## src/rtl/wb_pkg.sv

```systemverilog
// Shared sizing defaults and buffer entry layout for the writeback stage.
// An entry packs as {rd_num, data}: register number in the upper bits.
package wb_pkg;

    localparam int WORD_DEF  = 32;
    localparam int W_RD_DEF  = 5;
    localparam int DEPTH_DEF = 4;
    localparam int W_CNT_DEF = 32;

    typedef struct packed {
        logic [W_RD_DEF-1:0] rd_num;
        logic [WORD_DEF-1:0] data;
    } wb_entry_t;

endpackage

```

## src/rtl/wb_fifo.sv

```systemverilog
// In-order writeback buffer: storage, head/tail pointers, occupancy and
// per-entry valid bits exposed for the pending-write lookup.
module wb_fifo
    import wb_pkg::*;
#(
    parameter int WORD  = WORD_DEF,
    parameter int W_RD  = W_RD_DEF,
    parameter int DEPTH = DEPTH_DEF,
    localparam int PTR_W = $clog2(DEPTH)
) (
    input  logic                           clk,
    input  logic                           rst,
    input  logic                           push_i,
    input  logic                           pop_i,
    input  logic [W_RD-1:0]                num_i,
    input  logic [WORD-1:0]                data_i,
    output logic                           full_o,
    output logic                           empty_o,
    output logic [W_RD-1:0]                head_num_o,
    output logic [WORD-1:0]                head_data_o,
    output logic [PTR_W-1:0]               tail_o,
    output logic [DEPTH-1:0]               ent_vld_o,
    output logic [DEPTH-1:0][W_RD-1:0]     ent_num_o,
    output logic [DEPTH-1:0][WORD-1:0]     ent_data_o
);

    localparam int CNT_W   = PTR_W + 1;
    localparam int ENTRY_W = W_RD + WORD;

    logic [PTR_W-1:0]                head_q, head_d;
    logic [PTR_W-1:0]                tail_q, tail_d;
    logic [CNT_W-1:0]                cnt_q, cnt_d;
    logic [DEPTH-1:0]                vld_q, vld_d;
    logic [DEPTH-1:0][ENTRY_W-1:0]   mem_q, mem_d;

    assign full_o  = (cnt_q == CNT_W'(DEPTH));
    assign empty_o = (cnt_q == '0);
    assign tail_o  = tail_q;
    assign ent_vld_o = vld_q;
    assign head_num_o  = mem_q[head_q][WORD +: W_RD];
    assign head_data_o = mem_q[head_q][0 +: WORD];

    always_comb begin
        for (int i = 0; i < DEPTH; i++) begin
            ent_num_o[i]  = mem_q[i][WORD +: W_RD];
            ent_data_o[i] = mem_q[i][0 +: WORD];
        end
    end

    // The caller never pushes while full nor pops while empty.
    always_comb begin
        head_d = head_q;
        tail_d = tail_q;
        cnt_d  = cnt_q;
        vld_d  = vld_q;
        mem_d  = mem_q;
        if (push_i) begin
            mem_d[tail_q] = {num_i, data_i};
            vld_d[tail_q] = 1'b1;
            tail_d        = tail_q + PTR_W'(1);
        end
        if (pop_i) begin
            vld_d[head_q] = 1'b0;
            head_d        = head_q + PTR_W'(1);
        end
        case ({push_i, pop_i})
            2'b10:   cnt_d = cnt_q + CNT_W'(1);
            2'b01:   cnt_d = cnt_q - CNT_W'(1);
            default: cnt_d = cnt_q;
        endcase
    end

    always_ff @(posedge clk or posedge rst) begin
        if (rst) begin
            head_q <= '0;
            tail_q <= '0;
            cnt_q  <= '0;
            vld_q  <= '0;
        end else begin
            head_q <= head_d;
            tail_q <= tail_d;
            cnt_q  <= cnt_d;
            vld_q  <= vld_d;
        end
    end

    // Payload storage carries no reset; the valid bits qualify it.
    always_ff @(posedge clk) begin
        mem_q <= mem_d;
    end

endmodule

```

## src/rtl/wb_stage.sv

```systemverilog
// Writeback stage: buffers retired results, drains them to the shared
// register-file port, and serves decode's pending-write lookup (WB_FWD_EN adds data forwarding).
module wb_stage
    import wb_pkg::*;
#(
    parameter int WORD  = WORD_DEF,
    parameter int W_RD  = W_RD_DEF,
    parameter int DEPTH = DEPTH_DEF,
    parameter int W_CNT = W_CNT_DEF
) (
    input  logic             clk,
    input  logic             rst,
    input  logic             v_i,
    output logic             stall_o,
    input  logic             wb_i,
    input  logic [W_RD-1:0]  rd_num_i,
    input  logic [WORD-1:0]  rd_data_i,
    input  logic             rf_busy_i,
    output logic             rf_we_o,
    output logic [W_RD-1:0]  rf_num_o,
    output logic [WORD-1:0]  rf_data_o,
    input  logic [W_RD-1:0]  chk_num_i,
    output logic             chk_hit_o,
    output logic [WORD-1:0]  chk_data_o,
    output logic [W_CNT-1:0] ret_cnt_o
);

    localparam int PTR_W = $clog2(DEPTH);

    logic                       full, empty, accept, push;
    logic [W_RD-1:0]            head_num;
    logic [WORD-1:0]            head_data;
    logic [PTR_W-1:0]           tail;
    logic [DEPTH-1:0]           ent_vld;
    logic [DEPTH-1:0][W_RD-1:0] ent_num;
    logic [DEPTH-1:0][WORD-1:0] ent_data;
    logic [W_CNT-1:0]           ret_cnt_q, ret_cnt_d;
    logic [PTR_W-1:0]           idx;
    logic                       found;
    logic [WORD-1:0]            fwd_data;

    assign stall_o = full;
    assign accept  = v_i & ~full;
    assign push    = accept & wb_i;
    assign rf_we_o = ~empty & ~rf_busy_i;
    assign rf_num_o  = empty ? '0 : head_num;
    assign rf_data_o = empty ? '0 : head_data;

    wb_fifo #(
        .WORD  (WORD),
        .W_RD  (W_RD),
        .DEPTH (DEPTH)
    ) u_fifo (
        .clk         (clk),
        .rst         (rst),
        .push_i      (push),
        .pop_i       (rf_we_o),
        .num_i       (rd_num_i),
        .data_i      (rd_data_i),
        .full_o      (full),
        .empty_o     (empty),
        .head_num_o  (head_num),
        .head_data_o (head_data),
        .tail_o      (tail),
        .ent_vld_o   (ent_vld),
        .ent_num_o   (ent_num),
        .ent_data_o  (ent_data)
    );

    // Walk from the youngest entry (tail-1) back so the first match wins.
    always_comb begin
        idx      = '0;
        found    = 1'b0;
        fwd_data = '0;
        for (int k = 1; k <= DEPTH; k++) begin
            idx = tail - PTR_W'(k);
            if (!found && ent_vld[idx] && (ent_num[idx] == chk_num_i)) begin
                found    = 1'b1;
                fwd_data = ent_data[idx];
            end
        end
    end

    assign chk_hit_o = found;

`ifdef WB_FWD_EN
    assign chk_data_o = fwd_data;
`else
    logic unused_fwd;
    assign unused_fwd = ^fwd_data;
    assign chk_data_o = '0;
`endif

    always_comb begin
        ret_cnt_d = ret_cnt_q;
        if (accept) ret_cnt_d = ret_cnt_q + W_CNT'(1);
    end

    always_ff @(posedge clk or posedge rst) begin
        if (rst) ret_cnt_q <= '0;
        else     ret_cnt_q <= ret_cnt_d;
    end

    assign ret_cnt_o = ret_cnt_q;

endmodule

```

## config.mk

```make
export PLATFORM = sky130hd
export DESIGN_NAME = wb_stage
export DESIGN_NICKNAME = d
export VERILOG_FILES = /design/src/rtl/wb_pkg.sv /design/src/rtl/wb_fifo.sv /design/src/rtl/wb_stage.sv
export SDC_FILE = /design/constraint.sdc
export NUM_CORES = 1
export LEC_CHECK = 0
export ABC_CLOCK_PERIOD_IN_PS = 3200
export BUFFER_PORTS_ARGS = -buffer_cell sky130_fd_sc_hd__buf_2
export CAP_MARGIN = 20
export CORE_MARGIN = 2
export CORE_UTILIZATION = 52
export DETAILED_ROUTE_END_ITERATION = 7
export PLACE_DENSITY = 0.75
export RECOVER_POWER = 25
export SYNTH_ARGS = -nofsm -noshare
export SYNTH_HDL_FRONTEND = slang
export SYNTH_SLANG_ARGS = --single-unit
```

## constraint.sdc

```tcl
create_clock -name clk -period 3.2 [get_ports clk]
set_input_delay 0.32 -clock clk [delete_from_list [all_inputs] [get_ports clk]]
set_output_delay 0.32 -clock clk [all_outputs]
set_load 0.1 [all_outputs]
```

==> flow_metrics.tcl, run 1 <==
set metrics [dict create \
    outcome "finished, final reports clean" \
    drive_gt1_share_pct 29.9 \
    yosys_warnings 0 \
    wirelength_um 16300 \
    synth_top_family_by_area "multiplexers" \
    slew_viol_final 0 \
    clkLatencyLatePin_ns 0.43 \
    rsz0062_at_grt "false" \
    io_buffers 118 \
    cp-start-kind "register" \
    crit_required_ns 2.88 \
    synthCells 521 \
    worst_pin_slew_ns 0.876 \
    clock_sinks 191 \
    grt_max_degree 41 \
    path_class "register to output pin" \
    postCtsSetupBuffers 0 \
    grt_pass1_vias 4794 \
    yosys.area_share.simple_pct 7.18 \
    routed_via_density 5.46 \
    startpoint "u_fifo.tail_o[0]" \
    multi_input_area_mm2 0.00291 \
    cts_inserted_buffers 17 \
    wl_per_cell_um 18.6 \
    grt_pass1_wl_um 25600 \
    hold_class "primary input to asynchronous set/reset pin" \
    min_period_ns 3.07 \
    max-cap-violations 0 \
    pre_cts_ws_ns 0.383 \
    fin_nets 704 \
    drc 0 \
    setup_ws_ns 0.133 \
    crit_slowest_cell "mux4_2" \
    async_flop_share_pct 22.5 \
    path_cells "buf_6 > mux4_2 > xor2_1 > a221o_1 > or4_1 > nand3_2 > buf_12" \
    cts_max_path_buffers 2 \
    r2r_end "u_fifo.cnt_q[2]" \
    placed_area_mm2 0.00945 \
    drtIter0Drc 181 \
    die_w_um 133 \
    synth.cell_area_mm2 0.00866 \
    dieArea_mm2 0.0177 \
    crit_path_max_fanout 26 \
    clock.fmax_mhz 326 \
    rows 47 \
    initial_core_util_pct 52.8 \
    synth_edf_count 148 \
    r2r_start "u_fifo.cnt_q[0]" \
    routabilityCongestion 0.871 \
    nFillCells 1228 \
    synth-seq-cells 191 \
    antenna_found_initial 0 \
    fin_area_mm2 0.0100 \
    slew_headroom_pct 41.6 \
    fin_crit_sh_pct 95.9 \
    clk_pin_slew_worst_paths_ns 0.07 \
    htreeDepth 4 \
    synth_cell_types 40 \
    ys.flop_type "edfxtp_1" \
    cts.repair.resized 1 \
    cts_tree "done" \
    finalSetupViolations 0 \
    grt_remaining_overflow 0 \
    die_h_um 133 \
    yosysSeqAreaShare_pct 63.7 \
    critPathMaxStageDelay_ns 0.55 \
    syn_avg_cell_area_um2 16.6 \
    syn_to_final_growth_pct 15.8 \
    synth-xor-area-share_pct 5.66 \
    end_kind "output pin" \
    synth_fa_ha_area_share_pct 1.68 \
    ff_latch_area_mm2 0.00552 \
    rr_worst_depth 10 \
    drt-pass1-iter-count 4 \
    synthMuxAreaShare_pct 15.9 \
    ctsHoldBuffers 0 \
    crit_end "chk_hit_o" \
    critical_path_arrival_ns 2.75 \
    track_usage_pct 19.1 \
    hold_viol 0 \
    clock_skew_ns 0.00484 \
    cts-root-buf "clkbuf_16" \
    vias 4808 \
    rrSetupSlack_ns 0.74 \
    hpwl_um 10100 \
    ant_nets 0 \
    synth_compound_area_share_pct 1.29 \
    coreArea_mm2 0.0164 \
    io_pins 151 \
]
-- cells by family after synthesis --
family | Yosys count
AOI/OAI and AO/OA | 17
xor gates and xnor gates | 56
adders and majority gates | 11
buffers and inverters | 66
DFF | 191
muxes | 65
other | 1
and+or+nand+nor | 114
-- registers in the layout (all words and copies together) (netlist names) --
name / cells
u_fifo.ent_data_o: 128
ret_cnt_o: 32
u_fifo.ent_num_o: 20
u_fifo.ent_vld_o: 4
u_fifo.cnt_q: 3
u_fifo.head_q: 2
u_fifo.tail_o: 2
-- worst min path at each step --
stage / start / endpoint / slack (ns) / cells past startpoint
finish: rst / ret_cnt_o[22] / 0.07 / 2
floorplan: rd_data_i[0] / u_fifo.ent_data_o[0] / 0.42 / 0
global route: rd_num_i[1] / u_fifo.ent_num_o[11] / 0.11 / 1
detailed placement: ret_cnt_o[31] / ret_cnt_o[31] / 0.46 / 1
global placement: ret_cnt_o[31] / ret_cnt_o[31] / 0.46 / 1
CTS: rst / ret_cnt_o[22] / 0.07 / 2
-- metrics by stage --
stage          util (%)  TNS (ns)  std cells  hold slack, ns
6_report           61.2         0        880          0.0694
4_1_cts            61.3         0        879          0.0708
3_3_place_gp       57.6         0        847           0.455
5_1_grt            61.1         0        879           0.111
2_1_floorplan         -    -0.134        552           0.419
3_5_place_dp       57.6         0        847           0.464
-- cells in the mapped netlist, types with 10 or more instances --
cell type	n	share of area, %
xnor2_1	29	2.9
nor2b_1	39	2.8
mux4_2	53	14
inv_1	12	0.52
nor2_1	16	0.69
clkbuf_1	11	0.48
nand2_1	20	0.87
and3_1	10	0.72
edfxtp_1	148	51
buf_4	33	2.9
ha_1	10	1.4
dfrtp_1	43	12
xor2_1	27	2.7
-- layout make-up --
cell class | count | share of cell area [%]
diodes | 1 | 0.0249
clock buffers | 17 | 4.24
clock inverters | 15 | 1.73
inverters | 12 | 0.449
multi-input cells | 295 | 29.0
flip-flops and latches | 191 | 55.0
well taps | 220 | 2.74
repair buffers | 129 | 6.77
-- per-layer routing --
layer | vias to the layer above | track usage [%] | part of all wire (%)
met3 | 24 | 6.48 | 7.5
li1 | 2165 | - | -
met1 | 2427 | 24.1 | 41
met4 | 0 | 5.62 | 1.5
met5 | - | 0 | 0
met2 | 192 | 31.8 | 50
-- critical path: cells and delay by family, from the launching register on --
family | cells | cell delay, ns
multiplexers | 1 | 0.55
AND/OR/NAND/NOR | 2 | 0.55
buffers and inverters | 2 | 0.44
flip-flops | 1 | 0.36
AO/OA/AOI/OAI | 1 | 0.24
XOR/XNOR | 1 | 0.15
-- cell usage in the layout, fill, tap and decap left out, drive strengths merged, types with 3 or more instances in the layout --
cell type | Yosys | routed
nand4 | 9 | 9
nor2b | 39 | 39
nor3 | 3 | 3
clkbuf | 12 | 47
buf | 42 | 99
ha | 10 | 10
inv | 12 | 20
dfrtp | 43 | 43
nor2 | 16 | 16
a2bb2oi | 4 | 4
mux4 | 57 | 57
a21oi | 3 | 3
edfxtp | 148 | 148
nand3 | 6 | 6
mux2i | 7 | 7
and3 | 10 | 10
and4 | 3 | 3
xor2 | 27 | 27
conb | 1 | 32
nand2 | 20 | 20
clkinv | 0 | 5
xnor2 | 29 | 29
o21ai | 6 | 6
Power of run 1 is not shown: default switching activity piles up to over one toggle a cycle in this logic, so the estimate is an artifact.
==> run 2, diff against run 1 <==
--- a/config.mk
+++ b/config.mk
@@ -8,6 +8,7 @@
 export ABC_CLOCK_PERIOD_IN_PS = 3200
 export BUFFER_PORTS_ARGS = -buffer_cell sky130_fd_sc_hd__buf_2
 export CAP_MARGIN = 20
+export CORE_ASPECT_RATIO = 1.75
 export CORE_MARGIN = 2
 export CORE_UTILIZATION = 52
 export DETAILED_ROUTE_END_ITERATION = 7
@@ -16,3 +17,4 @@
 export SYNTH_ARGS = -nofsm -noshare
 export SYNTH_HDL_FRONTEND = slang
 export SYNTH_SLANG_ARGS = --single-unit
+export TNS_END_PERCENT = 100
==> constraint.sdc (replaced) <==
create_clock -name clk -period 3.2 [get_ports clk]
set_input_delay 0.32 -clock clk [delete_from_list [all_inputs] [get_ports clk]]
set_output_delay 0.32 -clock clk [all_outputs]
set_load 0.02 [all_outputs]
==> run 2 against run 1 <==
Die area increased by 0.23%. Wire length increased by 2.5%. Final area is 0.14% higher.
==> flow_metrics.tcl, run 2 (synthesis gave the netlist of run 1 again) <==
set metrics [dict create \
    final_common_cell "edfxtp_1" \
    die_w_um 102 \
    fin_area_mm2 0.0100 \
    finalSetupViolations 0 \
    drt-pass1-iter-count 6 \
    clkLatencyLatePin_ns 0.42 \
    p_per_area_mw_per_mm2 869 \
    routed_via_density 5.39 \
    drive_gt1_share_pct 29.3 \
    fin_setup_tns_ns 0 \
    diodes 0 \
    io_pins 151 \
    max-cap-violations 0 \
    clock_skew_ns 0.0125 \
    path_cells "inv_1 > ha_4 > mux4_2 > xor2_1 > nor4_1 > nand3_1 > nand3_1 > buf_2" \
    path_class "register to output pin" \
    fin_crit_sh_pct 95.7 \
    p_leak_nw 3.86 \
    crit_end "chk_hit_o" \
    crit_required_ns 2.88 \
    rows 62 \
    outcome "finished, final reports clean" \
    wl_per_cell_um 18.9 \
    critPathMaxStageDelay_ns 0.52 \
    total_power_mw 8.73 \
    wirelength_um 16700 \
    drc 0 \
    ant_nets 0 \
    htreeDepth 4 \
    clock_sinks 191 \
    grt_pass1_vias 5127 \
    hold_class "primary input to asynchronous set/reset pin" \
    rrSetupSlack_ns 0.48 \
    hold_viol 0 \
    grt_pass1_wl_um 26500 \
    syn_to_final_growth_pct 16.0 \
    cp-start-kind "register" \
    slew_headroom_pct 44.1 \
    grt_remaining_overflow 0 \
    fin_nets 708 \
    final_cell_mix "edfxtp_1, buf_2, mux4_2, dfrtp_1, nor2b_1" \
    crit_slowest_cell "mux4_2" \
    postCtsSetupBuffers 0 \
    crit_path_max_fanout 10 \
    r2r_end "u_fifo.cnt_q[2]" \
    setup_ws_ns 0.137 \
    grt_max_degree 38 \
    multi_input_area_mm2 0.00289 \
    clock.fmax_mhz 326 \
    ir_drop_mv 0.655 \
    clk_pin_slew_worst_paths_ns 0.07 \
    min_period_ns 3.06 \
    ff_latch_area_mm2 0.00552 \
    rr_worst_depth 10 \
    pre_cts_ws_ns 0.381 \
    die_h_um 175 \
    slew_viol_final 0 \
    nFillCells 1221 \
    track_usage_pct 19.8 \
    cts_inserted_buffers 17 \
    cts-root-buf "clkbuf_16" \
    r2r_start "u_fifo.cnt_q[0]" \
    end_kind "output pin" \
    worst_pin_slew_ns 0.838 \
    antenna_found_initial 0 \
    drtIter0Drc 280 \
    path_common_cell "nand3_1" \
    use_met1_pct 23.0 \
    hpwl_um 11300 \
    routabilityCongestion 0.974 \
    io_buffers 118 \
    cts_max_path_buffers 2 \
    grtUsageMet3_pct 3.80 \
    largest_reg_flops 128 \
    busiest_layer "met2" \
    initial_core_util_pct 52.9 \
    cts_tree "done" \
    met2_usage_pct 35.6 \
    vias 4782 \
    critical_path_arrival_ns 2.74 \
    coreArea_mm2 0.0164 \
    startpoint "u_fifo.tail_o[0]" \
    placed_area_mm2 0.00948 \
    dieArea_mm2 0.0177 \
]
[run 2: cell types whose count changed in the layout (fill, tap and decap cells not counted), moves of 2 or more]
| cell | previous run | this run |
|---|---|---|
| buf_4 | 8 | 10 |
| clkbuf_1 | 30 | 32 |
| clkinv_2 | 0 | 2 |
| clkinv_4 | 3 | 1 |
| clkinv_8 | 2 | 4 |
| inv_6 | 5 | 2 |
[run 2: what timing repair did]
action | in CTS | in global routing
hold endpoints to repair | 0 | 0
gates resized for setup | 1 | 2
hold buffers | 0 | 0
endpoints found under the setup margin | 1 | 1
[run 2: cell type report]
class,count,area share (%)
well taps,224,2.79
clock buffers,17,4.23
flip-flops and latches,191,55.0
clock inverters,15,1.66
inverters,12,0.448
multi-input cells,295,28.8
repair buffers,133,7.13
[run 2: power by group]
part	switching [mW]	internal, mW	total (mW)	leakage (nW)
Combinational	1.86	1.57	3.43	1.66
Clock	0.999	1.05	2.05	0.291
Sequential	0.251	3.00	3.25	1.90
[run 2: layer usage]
metal / routed length [um] / vias to the layer above / share of wire (%)
met5: 0 / - / 0
met4: 367 / 0 / 2.2
met3: 717 / 23 / 4.3
met2: 9510 / 150 / 57
met1: 6150 / 2444 / 37
li1: - / 2165 / -
[run 2: worst min path at each step]
stage / slack [ns] / endpoint / depth (start not counted)
final: 0.07 / ret_cnt_o[15] / 2
after global routing: 0.12 / u_fifo.cnt_q[0] / 2
after CTS: 0.08 / ret_cnt_o[16] / 2
after detailed placement: 0.47 / ret_cnt_o[31] / 1
after global placement: 0.46 / ret_cnt_o[31] / 1
after floorplan: 0.42 / u_fifo.ent_data_o[0] / 0
[run 2: through the flow]
stage | cells | util (%) | hold slack (ns)
3_5_place_dp | 855 | 57.9 | 0.466
5_1_grt | 887 | 61.4 | 0.118
2_1_floorplan | 552 | - | 0.419
6_report | 887 | 61.4 | 0.0708
3_3_place_gp | 855 | 57.9 | 0.462
4_1_cts | 887 | 61.6 | 0.0794
[run 2: worst max-delay path: cells and delay by family, from the launching register on]
kind          cells  cell delay (ns)
simple gates      3             0.56
mux               1             0.52
flops             1             0.37
xor+xnor          1             0.17
fa+ha+maj         1             0.39
buf+inv           2             0.31
Note: power is estimated with default switching activity, not from simulation.
==> run 3, diff against run 2 <==
--- a/config.mk
+++ b/config.mk
@@ -5,7 +5,6 @@
 export SDC_FILE = /design/constraint.sdc
 export NUM_CORES = 1
 export LEC_CHECK = 0
-export ABC_CLOCK_PERIOD_IN_PS = 3200
 export BUFFER_PORTS_ARGS = -buffer_cell sky130_fd_sc_hd__buf_2
 export CAP_MARGIN = 20
 export CORE_ASPECT_RATIO = 1.75
@@ -16,5 +15,6 @@
 export RECOVER_POWER = 25
 export SYNTH_ARGS = -nofsm -noshare
 export SYNTH_HDL_FRONTEND = slang
+export SYNTH_HIERARCHICAL = 1
 export SYNTH_SLANG_ARGS = --single-unit
 export TNS_END_PERCENT = 100
==> run 3 against run 2 <==
Die area grew 1.1%. Synthesized cell count grew 0.19%. Highest routed layer unchanged. Clock-buffer cell count is the same. Critical path type unchanged. Largest power group is now registers. Combinational power shrank 9.9%. Area after synthesis grew 1.1%. Cell count is the same. Wire length grew 2.6%.
==> flow_metrics.tcl, run 3 <==
set metrics [dict create \
    outcome "finished, final reports clean" \
    fin_nets 708 \
    clk_pin_slew_worst_paths_ns 0.07 \
    hpwl_um 11800 \
    synth_top_cell_by_area "edfxtp_1" \
    ant_nets 0 \
    final_common_cell "edfxtp_1" \
    hold_class "primary input to register" \
    grt_pass1_vias 5072 \
    hold_viol 0 \
    grt_remaining_overflow 0 \
    fin_area_mm2 0.0100 \
    p_leak_nw 3.81 \
    fin_setup_tns_ns 0 \
    synth_top_family_by_area "multiplexers" \
    yosys_warnings 6 \
    crit_path_max_fanout 10 \
    path_class "register to output pin" \
    grt_max_degree 39 \
    die_h_um 176 \
    cts_max_path_buffers 2 \
    cts_inserted_buffers 17 \
    antenna_found_initial 0 \
    clock_sinks 191 \
    final_cells 887 \
    ir_drop_mv 0.450 \
    synthMuxAreaShare_pct 14.3 \
    netlist.area_leader.share_pct 50.7 \
    vias 4862 \
    postCtsSetupBuffers 0 \
    synth_cell_types 45 \
    nFillCells 1258 \
    syn_to_final_growth_pct 14.3 \
    slew_headroom_pct 56.9 \
    crit_required_ns 2.88 \
    drtIter0Drc 281 \
    rrSetupSlack_ns 0.70 \
    initial_core_util_pct 53.3 \
    syn_avg_cell_area_um2 16.8 \
    htreeDepth 4 \
    worst_pin_slew_ns 0.646 \
    diodes 0 \
    die_w_um 102 \
    io_buffers 118 \
    wl_per_cell_um 19.4 \
    routabilityCongestion 0.895 \
    track_usage_pct 20.2 \
    ys.flop_type "edfxtp_1" \
    drt-pass1-iter-count 5 \
    routed_via_density 5.48 \
    p_per_area_mw_per_mm2 839 \
    fin_hold_ws_ns 0.140 \
    synth_edf_count 148 \
    setup_ws_ns 0.322 \
    wirelength_um 17200 \
    path_cells "buf_4 > mux4_2 > xor2_1 > nor4_2 > o211ai_1 > nand4_1 > buf_2" \
    io_pins 151 \
    drc 0 \
    pre_cts_ws_ns 0.533 \
    critical_path_arrival_ns 2.56 \
    coreArea_mm2 0.0164 \
    drive_gt1_share_pct 30.3 \
    clock.fmax_mhz 347 \
    slew_viol_final 0 \
    rows 62 \
    dieArea_mm2 0.0179 \
    cts_tree "done" \
    yosys.area_share.simple_pct 8.14 \
    synth-seq-cells 191 \
    end_kind "output pin" \
    place_inst 854 \
    synth_area_leaders "edfxtp_1, mux4_2, dfrtp_1" \
    max-cap-violations 0 \
    crit_slowest_cell "dfrtp_1" \
    cts-root-buf "clkbuf_16" \
    largest_reg_flops 128 \
    fin_util_pct 60.9 \
    fin_crit_sh_pct 89.9 \
    synth_fa_ha_area_share_pct 1.66 \
    async_flop_share_pct 22.5 \
    grt_pass1_wl_um 26900 \
    total_power_mw 8.40 \
    synth_most_common_cell "edfxtp_1" \
    min_period_ns 2.88 \
    clkLatencyLatePin_ns 0.42 \
    yosysSeqAreaShare_pct 63.0 \
    synth_common_cells "edfxtp_1, mux4_2, dfrtp_1" \
    clock_skew_ns 0.0111 \
    critPathMaxStageDelay_ns 0.54 \
    placed_area_mm2 0.00948 \
    rsz0062_at_grt "false" \
    cp-start-kind "register" \
    final_cell_mix "edfxtp_1, buf_2, mux4_2, dfrtp_1, nor2b_1" \
    synth_compound_area_share_pct 1.26 \
    synth-xor-area-share_pct 6.10 \
    synthCells 522 \
    finalSetupViolations 0 \
    synth.cell_area_mm2 0.00876 \
]
run 3: repair_timing:
| action | CTS | global route |
|---|---|---|
| setup endpoints to repair | 0 | 1 |
| hold endpoints to repair | 13 | 0 |
| hold buffers | 1 | 0 |
| resized for setup | 0 | 1 |
run 3: worst max-delay path: cells and delay by family (launching register included):
family | cells | cell delay, ns
AND/OR/NAND/NOR | 2 | 0.35
XOR/XNOR | 1 | 0.17
multiplexers | 1 | 0.52
buffers and inverters | 2 | 0.42
AO/OA/AOI/OAI | 1 | 0.13
flip-flops | 1 | 0.54
run 3: final timing paths:
path | startpoint | to | cells after the start
min | rd_data_i[11] | u_fifo/ent_data_o[75] | 1
min in group asynchronous | rst | u_fifo/cnt_q[1] | 3
max reg2reg | u_fifo/cnt_q[1] | u_fifo/ent_data_o[105] | 6
max in group asynchronous | rst | ret_cnt_o[19] | 4
min reg2reg | ret_cnt_o[31] | ret_cnt_o[31] | 1
max | u_fifo/tail_o[0] | chk_hit_o | 7
run 3: final cells by class:
cell class | count | area (um^2) | share of cell area [%]
multi-input combinational | 293 | 2890 | 28.8
inverter | 12 | 45.0 | 0.450
clock buffer | 17 | 425 | 4.25
clock inverter | 15 | 134 | 1.34
tap | 224 | 280 | 2.80
sequential | 191 | 5520 | 55.2
timing repair buffer | 135 | 716 | 7.15
run 3: where the power goes:
group	internal [mW]	switching, mW	leakage (nW)
clock network	1.08	0.896	0.271
logic	1.39	1.70	1.63
registers	3.00	0.332	1.90
total	5.48	2.92	3.81
run 3: routing by layer:
layer,GRT usage [%],up-vias,share of wire (%)
met5,0,-,0
met1,23.5,2531,37
met3,3.70,18,4.0
met4,8.56,0,2.0
li1,-,2162,-
met2,36.0,151,57
run 3: kinds of logic (layout without fill, tap and decap cells):
group / Yosys count / after routing
AO/OA/AOI/OAI: 14 / 14
multiplexers: 57 / 57
AND/OR/NAND/NOR: 118 / 118
flip-flops: 191 / 191
adder cells (fa/ha/maj): 11 / 11
XOR/XNOR: 61 / 61
other: 1 / 32
buffers and inverters: 69 / 179
